$ cat config.mk
export PLATFORM = sky130hd
export DESIGN_NAME = mmio_avst_arbiter
export DESIGN_NICKNAME = d
export VERILOG_FILES = /design/src/rtl/mmio_avst_arbiter.sv
export SDC_FILE = /design/constraint.sdc
export NUM_CORES = 1
export LEC_CHECK = 0
export CAP_MARGIN = 25
export CORE_AREA = 2 2 175 177
export DETAILED_ROUTE_END_ITERATION = 6
export DIE_AREA = 0 0 177 179
export GPL_TIMING_DRIVEN = 0
export PLACE_DENSITY_LB_ADDON = 0.12
export SLEW_MARGIN = 0
export SYNTH_ARGS = -nofsm -noshare
export SYNTH_HDL_FRONTEND = slang
export SYNTH_SLANG_ARGS = --single-unit
$ cat constraint.sdc
create_clock -name clk -period 26.4 [get_ports clk]
set_input_delay 3.96 -clock clk [delete_from_list [all_inputs] [get_ports clk]]
set_output_delay 3.96 -clock clk [all_outputs]
set_load 0.02 [all_outputs]
$ cat src/rtl/mmio_avst_arbiter.sv
// Round-robin arbiter that lets two MMIO AVST requesters share one downstream CSR channel.
// It limits the number of reads in flight and sends each in-order read response back to the port that issued it.
module mmio_avst_arbiter #(
  parameter int AVMM_ADDR_WIDTH = 16,
  parameter int AVMM_DATA_WIDTH = 64,
  parameter int MAX_OUTSTANDING = 16
) (
  input  logic                                     clk,
  input  logic                                     SoftReset,
  input  logic [AVMM_ADDR_WIDTH+AVMM_DATA_WIDTH+1:0] s0_data,
  input  logic                                     s0_valid,
  output logic                                     s0_ready,
  output logic [AVMM_DATA_WIDTH-1:0]               s0_rsp_data,
  output logic                                     s0_rsp_valid,
  input  logic [AVMM_ADDR_WIDTH+AVMM_DATA_WIDTH+1:0] s1_data,
  input  logic                                     s1_valid,
  output logic                                     s1_ready,
  output logic [AVMM_DATA_WIDTH-1:0]               s1_rsp_data,
  output logic                                     s1_rsp_valid,
  output logic [AVMM_ADDR_WIDTH+AVMM_DATA_WIDTH+1:0] m_data,
  output logic                                     m_valid,
  input  logic                                     m_ready,
  input  logic [AVMM_DATA_WIDTH-1:0]               m_rsp_data,
  input  logic                                     m_rsp_valid,
  output logic                                     rsp_err
);

  localparam int REQ_W = AVMM_ADDR_WIDTH + AVMM_DATA_WIDTH + 2;
  localparam int PTR_W = $clog2(MAX_OUTSTANDING);
  localparam int CNT_W = PTR_W + 1;
  localparam logic [CNT_W-1:0] CNT_MAX = CNT_W'(MAX_OUTSTANDING);

  logic [REQ_W-1:0] r_m_data;
  logic             r_m_valid;
  logic             r_last_grant;
  logic [CNT_W-1:0] r_cnt;
  logic [PTR_W-1:0] r_wr_ptr;
  logic [PTR_W-1:0] r_rd_ptr;
  logic             r_owner [MAX_OUTSTANDING];
  logic             r_s0_rsp_valid;
  logic             r_s1_rsp_valid;
  logic [AVMM_DATA_WIDTH-1:0] r_rsp_data;
  logic             r_err;

  logic             w_load_en;
  logic             w_elig0;
  logic             w_elig1;
  logic             w_grant0;
  logic             w_grant1;
  logic             w_push;
  logic             w_pop;
  logic             w_pop_id;
  logic [CNT_W-1:0] w_cnt_nxt;

  assign w_load_en = !r_m_valid || m_ready;
  // The read limit is checked against the registered count, so a response in this cycle frees a slot only in the next cycle.
  assign w_elig0 = s0_valid && (!s0_data[REQ_W-1] || (r_cnt < CNT_MAX));
  assign w_elig1 = s1_valid && (!s1_data[REQ_W-1] || (r_cnt < CNT_MAX));

  always_comb begin
    w_grant0 = 1'b0;
    w_grant1 = 1'b0;
    if (!SoftReset && w_load_en) begin
      if (w_elig0 && w_elig1) begin
        w_grant0 = r_last_grant;
        w_grant1 = !r_last_grant;
      end else begin
        w_grant0 = w_elig0;
        w_grant1 = w_elig1;
      end
    end
  end

  assign w_push   = (w_grant0 && s0_data[REQ_W-1]) || (w_grant1 && s1_data[REQ_W-1]);
  assign w_pop    = m_rsp_valid && (r_cnt != '0);
  assign w_pop_id = r_owner[r_rd_ptr];

  always_comb begin
    w_cnt_nxt = r_cnt;
    if (w_push && !w_pop) begin
      w_cnt_nxt = r_cnt + CNT_W'(1);
    end else if (!w_push && w_pop) begin
      w_cnt_nxt = r_cnt - CNT_W'(1);
    end
  end

  always_ff @(posedge clk) begin
    if (SoftReset) begin
      r_m_valid      <= 1'b0;
      r_last_grant   <= 1'b1;
      r_cnt          <= '0;
      r_wr_ptr       <= '0;
      r_rd_ptr       <= '0;
      r_s0_rsp_valid <= 1'b0;
      r_s1_rsp_valid <= 1'b0;
      r_err          <= 1'b0;
    end else begin
      if (w_load_en) begin
        r_m_valid <= w_grant0 || w_grant1;
        if (w_grant0) begin
          r_m_data <= s0_data;
        end else if (w_grant1) begin
          r_m_data <= s1_data;
        end
      end
      if (w_grant0 || w_grant1) begin
        r_last_grant <= w_grant1;
      end
      r_cnt <= w_cnt_nxt;
      if (w_push) begin
        r_wr_ptr <= r_wr_ptr + PTR_W'(1);
      end
      if (w_pop) begin
        r_rd_ptr <= r_rd_ptr + PTR_W'(1);
      end
      r_s0_rsp_valid <= w_pop && !w_pop_id;
      r_s1_rsp_valid <= w_pop && w_pop_id;
      if (m_rsp_valid && (r_cnt == '0)) begin
        r_err <= 1'b1;
      end
    end
    r_rsp_data <= m_rsp_data;
  end

  always_ff @(posedge clk) begin
    if (w_push) begin
      r_owner[r_wr_ptr] <= w_grant1;
    end
  end

  assign s0_ready     = w_grant0;
  assign s1_ready     = w_grant1;
  assign m_data       = r_m_data;
  assign m_valid      = r_m_valid;
  assign s0_rsp_valid = r_s0_rsp_valid;
  assign s1_rsp_valid = r_s1_rsp_valid;
  assign s0_rsp_data  = r_rsp_data;
  assign s1_rsp_data  = r_rsp_data;
  assign rsp_err      = r_err;

endmodule

==> results by group <==
Outcome
  • Run status: complete, no violations

Floorplan
  • Ports: 450
  • Core region area: 30000 um^2
  • Starting density of the core: 0.232
  • Placement Rows: 64
  • Die Y: 179 um
  • Die Width: 177 um
  • Die area: 31700 um^2

Drt
  • DR iter-0 viols: 179
  • DRC: 0
  • Total number of vias: 5170
  • Drt pass-1 iters: 4
  • Vias per cell: 3.87
  • Antenna viol nets, final: 0
  • DRT Wirelength: 24.6 mm
  • Wire length per cell: 18.4 um

Final layout
  • Multi-input gate area: 1730 um^2
  • Nets: 1171
  • Final Cell Area: 12600 um^2
  • FF+latch area: 4660 um^2
  • # fillers: 2815
  • Fin util: 0.421
  • Area grow syn2layout: 81.3%
  • Share of layout cells above drive strength 1: 0.220

Clock network
  • Clock Sinks: 184
  • CTS tree: yes
  • Worst-case clock buffer depth: 2
  • Clk slew on worst S/H paths: 0.07 ns
  • Postcts setup bufs: 0
  • Root buffer cell: clkbuf_16
  • CTS Buf Count: 17
  • H-tree depth: 4
  • Resize count post-CTS: 0
  • Cts hold-fix bufs: 0
  • Worst skew pair latency: 0.44 ns

Power and ir drop
  • Clk pwr share: 0.315
  • Leakage power: 4.71 nW
  • Part of the power in registers: 0.430
  • Power Density: 63.4 nW/um^2
  • Total Power: 801 uW
  • Switch Pwr: 224 uW
  • VDD IR-drop max: 0.0000410 V
  • Switching Share: 0.279
  • P_int: 578 uW
  • Logic pwr share: 0.255

Timing
  • RSZ-0062 raised after global routing: false
  • Tcrit/Tclk final: 0.393
  • Final hold slack: 0.486 ns
  • Setup TNS: 0 ns
  • Clk_skew: 0.00957 ns
  • Slew Limit Headroom: 0.375
  • Worst slew pin tran: 0.938 ns
  • Hold Fails Final Rpt: 0
  • Fmax: 0.0963 GHz
  • Minimum clock period: 10.39 ns
  • Final Slew Violations: 0
  • Setup Viol. Count Final: 0

Setup path
  • Crit path DAT: 6.43 ns
  • WP data required: 22.44 ns
  • Worst setup path class: primary input to output port
  • Reg-to-reg setup timing slack: 22.66 ns
  • Startpoint Class: primary input
  • Crit end category: output port
  • Critical Path Fanout Max: 10
  • FF-to-FF path depth: 13

Synth
  • Yosys warnings: 0
  • Syn_nets: 698
  • Post-synthesis sequential area ratio: 0.669
  • Post-synth EDFFs: 98
  • Async SR Flop Fraction: 0
  • Cell taking the most area after synthesis: edfxtp_1
  • Ranking of synthesized cells by area: edfxtp_1 42%, dfxtp_1 25%, mux2_2 13%
  • Register bit total from synthesis: 184
  • Synth Cell Area: 6970 um^2
  • Synth Instances: 454
  • Top FF cell, synth: edfxtp_1
  • Syn Area/Cell: 15.3 um^2
  • Post-synth top area share: 0.422
  • Synth unique cells: 41

Global routing
  • Total track usage: 0.150
  • Total congestion overflow: 0
  • First-pass GRT wire length: 33.9 mm
  • Largest net degree at the start of global routing: 20
  • Vias in the first global route: 5000
  • Initial antenna violation count: 3

Flow run
  • Max cap viols: 0

Worst hold path
  • Worst Hold Class: flip-flop to flip-flop
  • Worst hold stages: 2

Placed design
  • Global placement routability congestion: 0.789
  • IO buf count: 449
  • Placed cell areas: 12100 um^2
  • Post-detail-place hpwl: 20.0 mm
-- synthesized netlist by cell type, drive strengths merged (2+ instances only) --
cell      n
nand2b    3
a2111oi   2
inv       5
xor2      2
buf      78
a21o      2
a211oi    2
a21bo     2
ha        9
or3       3
nor3      5
nand2     6
o21ai     3
mux2i     6
mux2     83
nor2b     3
clkbuf    2
dfxtp    86
nor2     29
mux4      4
a21oi     7
xnor2     5
edfxtp   98
-- worst max-delay path: stages --
cell,delay [ns]
clkdlybuf4s50_1,0.59
a2111oi_2,0.51
buf_2,0.39
buf_2,0.32
clkdlybuf4s50_1,0.65
-- routing by layer --
layer  up-vias  wire length [um]  share of wire  track usage
li1       2510                 -              -            -
met1      2413              8640           0.35        0.154
met2       230             13300           0.54        0.273
met3        13              2550           0.10       0.0746
met4         4               146         0.0059       0.0310
met5         -                32         0.0013            0
-- kinds of logic (layout without fill, tap and decap cells) --
kind of cell / count (synthesis) / in the layout / share of synthesized area
mux: 93 / 93 / 0.156
other cells: 0 / 1 / 0
simple gates: 54 / 54 / 0.0377
buf+inv: 85 / 571 / 0.0842
fa+ha+maj: 10 / 10 / 0.0190
flops: 184 / 184 / 0.669
xor+xnor: 7 / 7 / 0.00880
compound gates: 21 / 21 / 0.0246
-- area by class of cell --
type                    count  area share
diodes                      1    0.000198
flip-flops and latches    184       0.369
clock buffers              19      0.0367
clock inverters            13     0.00862
well taps                 396      0.0392
repair buffers            454       0.363
plain buffers              80      0.0450
multi-input cells         185       0.137
inverters                   5     0.00149
-- through the flow --
step,cells,worst slack (ns)
2_1_floorplan,454,15.44
3_3_place_gp,1299,10.33
3_5_place_dp,1304,15.92
4_1_cts,1336,15.93
5_1_grt,1336,15.85
6_report,1337,16.01
-- power groups by stage --
stage               Clock, mW  Sequential [mW]  Combinational, mW
floorplan                   0            0.377             0.0784
global placement            0            0.355              0.204
detailed placement          0            0.351              0.207
CTS                     0.263            0.345              0.208
global route            0.274            0.348              0.222
finish                  0.252            0.344              0.205
-- final timing paths --
kind,start,end
hold reg to reg,rsp_err,rsp_err
setup / recovery,SoftReset,s0_ready
hold / removal,rsp_err,rsp_err
setup reg to reg,r_cnt[4],r_cnt[4]
-- sequential cells by signal, summed over array words and instances (netlist names), named ones only --
signal        flops
r_owner          16
r_wr_ptr          4
m_valid           1
s0_rsp_data      64
s1_rsp_valid      1
r_last_grant      1
m_data           82
r_cnt             5
r_rd_ptr          4
rsp_err           1
s0_rsp_valid      1
-- placed cells by master, fill, tap and decap left out, types with 2 or more instances in the layout --
cell | netlist | layout
clkbuf_16 | 0 | 18
clkdlybuf4s50_1 | 0 | 449
mux2i_1 | 6 | 6
buf_8 | 0 | 4
nand2b_1 | 3 | 3
nor2b_1 | 3 | 3
clkinvlp_4 | 0 | 4
o21ai_0 | 2 | 2
nand2_1 | 6 | 6
buf_4 | 64 | 64
inv_8 | 0 | 3
buf_1 | 3 | 3
edfxtp_1 | 98 | 98
clkinv_4 | 0 | 2
xor2_1 | 2 | 2
buf_2 | 9 | 9
a21oi_1 | 7 | 7
buf_6 | 2 | 2
mux4_2 | 4 | 4
ha_1 | 9 | 9
or3_2 | 2 | 2
dfxtp_1 | 86 | 86
xnor2_1 | 5 | 5
nor2_1 | 29 | 29
mux2_2 | 82 | 82
inv_6 | 0 | 2
nor3_1 | 5 | 5
a21o_1 | 2 | 2
inv_1 | 5 | 5
Note: power is estimated with default switching activity, not from simulation.
